--- src/rtl/leaf_stream_fifo.sv ---
// -----------------------------------------------------------------------------
// leaf_stream_fifo
//   Elastic buffer between a user operator output stream (ap_vld/ap_ack) and a
//   leaf_interface user input port (din_leaf_user2interface / vld / ack).
//   It absorbs network back-pressure so the operator pipeline keeps running
//   while packets wait for the BFT. The handshake is the same on both sides,
//   and delivery is in order and lossless.
//
// Ports
//   clk_user     in   1               clock (single domain)
//   reset        in   1               synchronous, active-high reset
//   din          in   PAYLOAD_BITS    word from operator
//   din_vld      in   1               operator word valid
//   din_ack      out  1               buffer accepts word (from state + reset only)
//   dout         out  PAYLOAD_BITS    head word (first-word fall-through)
//   dout_vld     out  1               head word valid
//   dout_ack     in   1               consumer accepts head word
//   count        out  DEPTH_BITS+1    current occupancy, 0..DEPTH
//   almost_full  out  1               count >= ALMOST_FULL_THRESH
//   high_water   out  DEPTH_BITS+1    max occupancy since reset   (stats build)
//   xfer_count   out  32              pops since reset, wrapping  (stats build)
//
// Build option
//   LEAF_STREAM_FIFO_STATS_EN : adds the high_water / xfer_count statistics.
// -----------------------------------------------------------------------------
module leaf_stream_fifo #(
  parameter int unsigned PAYLOAD_BITS       = 32,
  parameter int unsigned DEPTH_BITS         = 4,
  parameter int unsigned ALMOST_FULL_THRESH = 12
) (
  input  logic                    clk_user,
  input  logic                    reset,
  input  logic [PAYLOAD_BITS-1:0] din,
  input  logic                    din_vld,
  output logic                    din_ack,
  output logic [PAYLOAD_BITS-1:0] dout,
  output logic                    dout_vld,
  input  logic                    dout_ack,
  output logic [DEPTH_BITS:0]     count,
`ifdef LEAF_STREAM_FIFO_STATS_EN
  output logic [DEPTH_BITS:0]     high_water,
  output logic [31:0]             xfer_count,
`endif
  output logic                    almost_full
);

  localparam int unsigned DEPTH = 2 ** DEPTH_BITS;
  localparam int unsigned CNT_W = DEPTH_BITS + 1;

  logic [PAYLOAD_BITS-1:0] mem [DEPTH];
  logic [DEPTH_BITS-1:0]   wr_ptr;
  logic [DEPTH_BITS-1:0]   rd_ptr;
  logic                    push;
  logic                    pop;

  // Handshake outputs derive from registered occupancy and reset only, so
  // there is no combinational path from din_vld back to din_ack.
  always_comb begin
    din_ack     = ~reset & (count != CNT_W'(DEPTH));
    dout_vld    = ~reset & (count != '0);
    almost_full = ~reset & (count >= CNT_W'(ALMOST_FULL_THRESH));
    dout        = mem[rd_ptr];
    push        = din_vld & din_ack;
    pop         = dout_vld & dout_ack;
  end

  // Storage: written on push, never reset so it can map to distributed RAM.
  always_ff @(posedge clk_user) begin
    if (push) begin
      mem[wr_ptr] <= din;
    end
  end

  // Pointers and occupancy; pointers wrap naturally at DEPTH.
  always_ff @(posedge clk_user) begin
    if (reset) begin
      wr_ptr <= '0;
      rd_ptr <= '0;
      count  <= '0;
    end else begin
      if (push) begin
        wr_ptr <= wr_ptr + DEPTH_BITS'(1);
      end
      if (pop) begin
        rd_ptr <= rd_ptr + DEPTH_BITS'(1);
      end
      case ({push, pop})
        2'b10:   count <= count + CNT_W'(1);
        2'b01:   count <= count - CNT_W'(1);
        default: count <= count;
      endcase
    end
  end

`ifdef LEAF_STREAM_FIFO_STATS_EN
  // High-water tracks the registered occupancy, so it lags count by one edge.
  always_ff @(posedge clk_user) begin
    if (reset) begin
      high_water <= '0;
      xfer_count <= '0;
    end else begin
      if (count > high_water) begin
        high_water <= count;
      end
      if (pop) begin
        xfer_count <= xfer_count + 32'(1);
      end
    end
  end
`endif

endmodule

--- config.mk ---
export PLATFORM = sky130hd
export DESIGN_NAME = leaf_stream_fifo
export DESIGN_NICKNAME = d
export VERILOG_FILES = /design/src/rtl/leaf_stream_fifo.sv
export SDC_FILE = /design/constraint.sdc
export NUM_CORES = 1
export LEC_CHECK = 0
export ABC_AREA = 1
export BUFFER_PORTS_ARGS = -buffer_cell sky130_fd_sc_hd__clkbuf_2
export CAP_MARGIN = 20
export CORE_MARGIN = 3
export CORE_UTILIZATION = 30
export CTS_BUF_LIST = sky130_fd_sc_hd__clkbuf_4 sky130_fd_sc_hd__clkbuf_8 sky130_fd_sc_hd__clkbuf_16
export DETAILED_ROUTE_END_ITERATION = 8
export SYNTH_ARGS = -nofsm -noshare
export SYNTH_HDL_FRONTEND = slang
export SYNTH_SLANG_ARGS = --single-unit
--- constraint.sdc ---
create_clock -name clk_user -period 3.1 [get_ports clk_user]
set_clock_uncertainty 0.15 [all_clocks]
set_input_delay 0.62 -clock clk_user [delete_from_list [all_inputs] [get_ports clk_user]]
set_output_delay 0.62 -clock clk_user [all_outputs]
set_load 0.005 [all_outputs]
==> flow_metrics.tcl <==
set metrics [dict create \
    port_buffers 75 \
    tightest_slew_ns 0.588 \
    drtIter0Drc 985 \
    floorplan.core_area_um2 70400 \
    ys.flop_type "edfxtp_1" \
    cp.arrival_ns 2.26 \
    rsz0062_at_grt "yes" \
    dieWidth_um 273 \
    drt_wl_total_um 52900 \
    outcome "finished, final reports clean" \
    relSlewSlack 0.608 \
    layout_min_cycle_time_ns 3.03 \
    peakVddDrop_mv 0.491 \
    synth-adder-area-share 0.00468 \
    grt_pass1_vias 12200 \
    initial_utilization 0.304 \
    placedInstanceArea_um2 23200 \
    yosysSeqAreaShare 0.735 \
    leakage_nw 8.47 \
    place_ws_ns 0.235 \
    rows 97 \
    pin_count 76 \
    start_kind "flop" \
    synth_fp_nets 1530 \
    routabilityCongestion 0.794 \
    setup_viol 0 \
    ant_nets 0 \
    drc_errors 0 \
    cts_max_level 2 \
    synth_area_um2 21400 \
    ys.warnings.count 0 \
    drive_above_1_share 0.172 \
    critPathRequiredTime_ns 2.33 \
    firstDrtPassIters 5 \
    synth-compound-area-share 0.116 \
    die_area_um2 74500 \
    hp-class "input pin to flop" \
    wl_per_cell_um 20.5 \
    grt_max_degree 79 \
    min_period_over_period 0.977 \
    grt_pass1_wl_um 77200 \
    synthSimpleGateAreaFrac 0.0282 \
    cts_tree "built" \
    maxCapViolations 0 \
    final_cell_area_um2 25300 \
    synth_cell_types 26 \
    fp.dieH_um 273 \
    hold_violations 0 \
    via_per_inst 4.84 \
    cp_slowest_cell "dfxtp_4" \
    async_reset_ff_frac 0 \
    grt_overflow 0 \
    clock_latency_ns 0.60 \
    final.setup.tns_ns 0 \
    final_nets 1642 \
    report.final.slew_viol_count 0 \
    numCtsBuffers 53 \
    synthMuxAreaShare 0.0599 \
    clkTransAtPathRegs_ns 0.05 \
    dr_total_vias 12500 \
    area_growth_pct 18.4 \
    fin_ws_ns 0.0712 \
    crit_type "flop to output port" \
    synth_top_family_by_area "compound AO/OA/AOI/OAI gates" \
    p_per_area_nw_per_um2 659 \
    dp.final_hpwl_um 29000 \
    max_freq_ghz 0.330 \
    clock-root-buffer "clkbuf_16" \
    antenna_found_initial 2 \
    synth_seq_cells 529 \
    synth_xor_area_frac 0.00205 \
    cp_cell_sequence "buf_4 -> buf_4 -> clkbuf_16 -> a21oi_1 -> o21ai_0 -> o211ai_1 -> nand3_1 -> nand2_2 -> buf_2" \
    grtUsageTotal 0.136 \
    path_common_cell "buf_4" \
    cp-end-kind "output port" \
    syn_inst 1486 \
    critPathMaxStageDelay_ns 0.37 \
    synth_edf_count 512 \
    cts_sinks 529 \
    synth_area_per_cell_um2 14.4 \
    worstPathMaxFanout 28 \
    cts_buffer_depth 3 \
]
-- synth_stat cells, types with 2 or more instances --
library cell  number  area share
mux2i_1          128       0.060
buf_4              6      0.0021
o211ai_1         128       0.045
clkbuf_1          51      0.0089
ha_1               8      0.0047
xor2_1             4      0.0016
o21ai_0          141       0.033
nand3_1           51       0.012
buf_8              3      0.0021
o21ai_1           19      0.0044
nand4_1            2     0.00058
inv_1            153       0.027
a21oi_1          142       0.033
nor3_1             2     0.00047
buf_2             15      0.0035
buf_6             10      0.0053
buf_1              2     0.00035
edfxtp_1         512        0.72
nor2_1            28      0.0049
buf_12             6      0.0056
nand2_1           54      0.0095
dfxtp_1           17       0.016
-- worst paths after layout --
check	from	cells after the start	endpoint	slack [ns]
max	flop	9	dout[16]	0.07
min	reset	2	wr_ptr[2]	0.18
max reg2reg	count[2]	7	mem[14][10]	0.47
min reg2reg	rd_ptr[0]	2	flop	0.34
-- sequential cells by signal, indices dropped and copies added (netlist names), named ones only --
name / count
rd_ptr: 4
mem: 512
wr_ptr: 4
count: 5
-- where the power goes --
group	internal, W	switching, W
sequential	0.00794	0.0000691
clock	0.00353	0.00259
combinational	0.00103	0.00154
-- layout by cell type, fill, tap and decap left out, types with 42 or more instances in the layout --
cell,n
a21oi_1,137
clkbuf_16,59
clkbuf_2,72
edfxtp_1,512
inv_1,151
mux2i_1,127
nand2_1,42
nand3_1,50
o211ai_1,128
o21ai_0,129
-- cells by family (layout without fill, tap and decap cells) --
family,Yosys count,in the layout
compound gates,430,430
xor+xnor,5,5
fa+ha+maj,8,8
buf+inv,247,399
flops,529,529
mux,128,128
other cells,0,2
simple gates,139,139
-- final cells by class --
| type | instances | area [um2] |
|---|---|---|
| Timing Repair Buffer | 150 | 1490 |
| Inverter | 154 | 582 |
| Multi-Input combinational cell | 710 | 4680 |
| Sequential cell | 529 | 15700 |
| Fill cell | 6714 | 45100 |
| Clock buffer | 74 | 1500 |
| Clock inverter | 21 | 173 |
| Antenna cell | 2 | 5.00 |
| Tap cell | 940 | 1180 |
-- what timing repair did --
action,4_1_cts,5_1_grt
hold endpoints to repair,0,0
endpoints found under the setup margin,29,25
gates resized for setup,5,46
cloned,2,7
buffers inserted,7,6
pin swaps,0,18
hold buffers,0,0
-- metal layers --
layer | vias to the layer above | GRT usage | share of wire
li1 | 5795 | - | -
met2 | 274 | 0.223 | 0.48
met1 | 6343 | 0.188 | 0.45
met3 | 77 | 0.0215 | 0.043
met4 | 0 | 0.0396 | 0.019
met5 | - | 0 | 0
-- worst max-delay path: cells and delay by family (launching register included) --
family	cells	cell delay, ns
flip-flops	1	0.37
AND/OR/NAND/NOR	2	0.28
buffers and inverters	4	0.64
AO/OA/AOI/OAI	3	0.34
-- metrics by stage --
stage | util | cells | power, W | hold slack [ns]
5_1_grt | 0.360 | 2579 | 0.0174 | 0.175
4_1_cts | 0.355 | 2565 | 0.0167 | 0.145
3_3_place_gp | 0.329 | 2461 | 0.0104 | 0.324
3_5_place_dp | 0.329 | 2461 | 0.0105 | 0.333
6_report | 0.360 | 2580 | 0.0167 | 0.177
2_1_floorplan | - | 1486 | 0.00967 | 0.302
No activity file was read; power rests on OpenSTA's default activity.
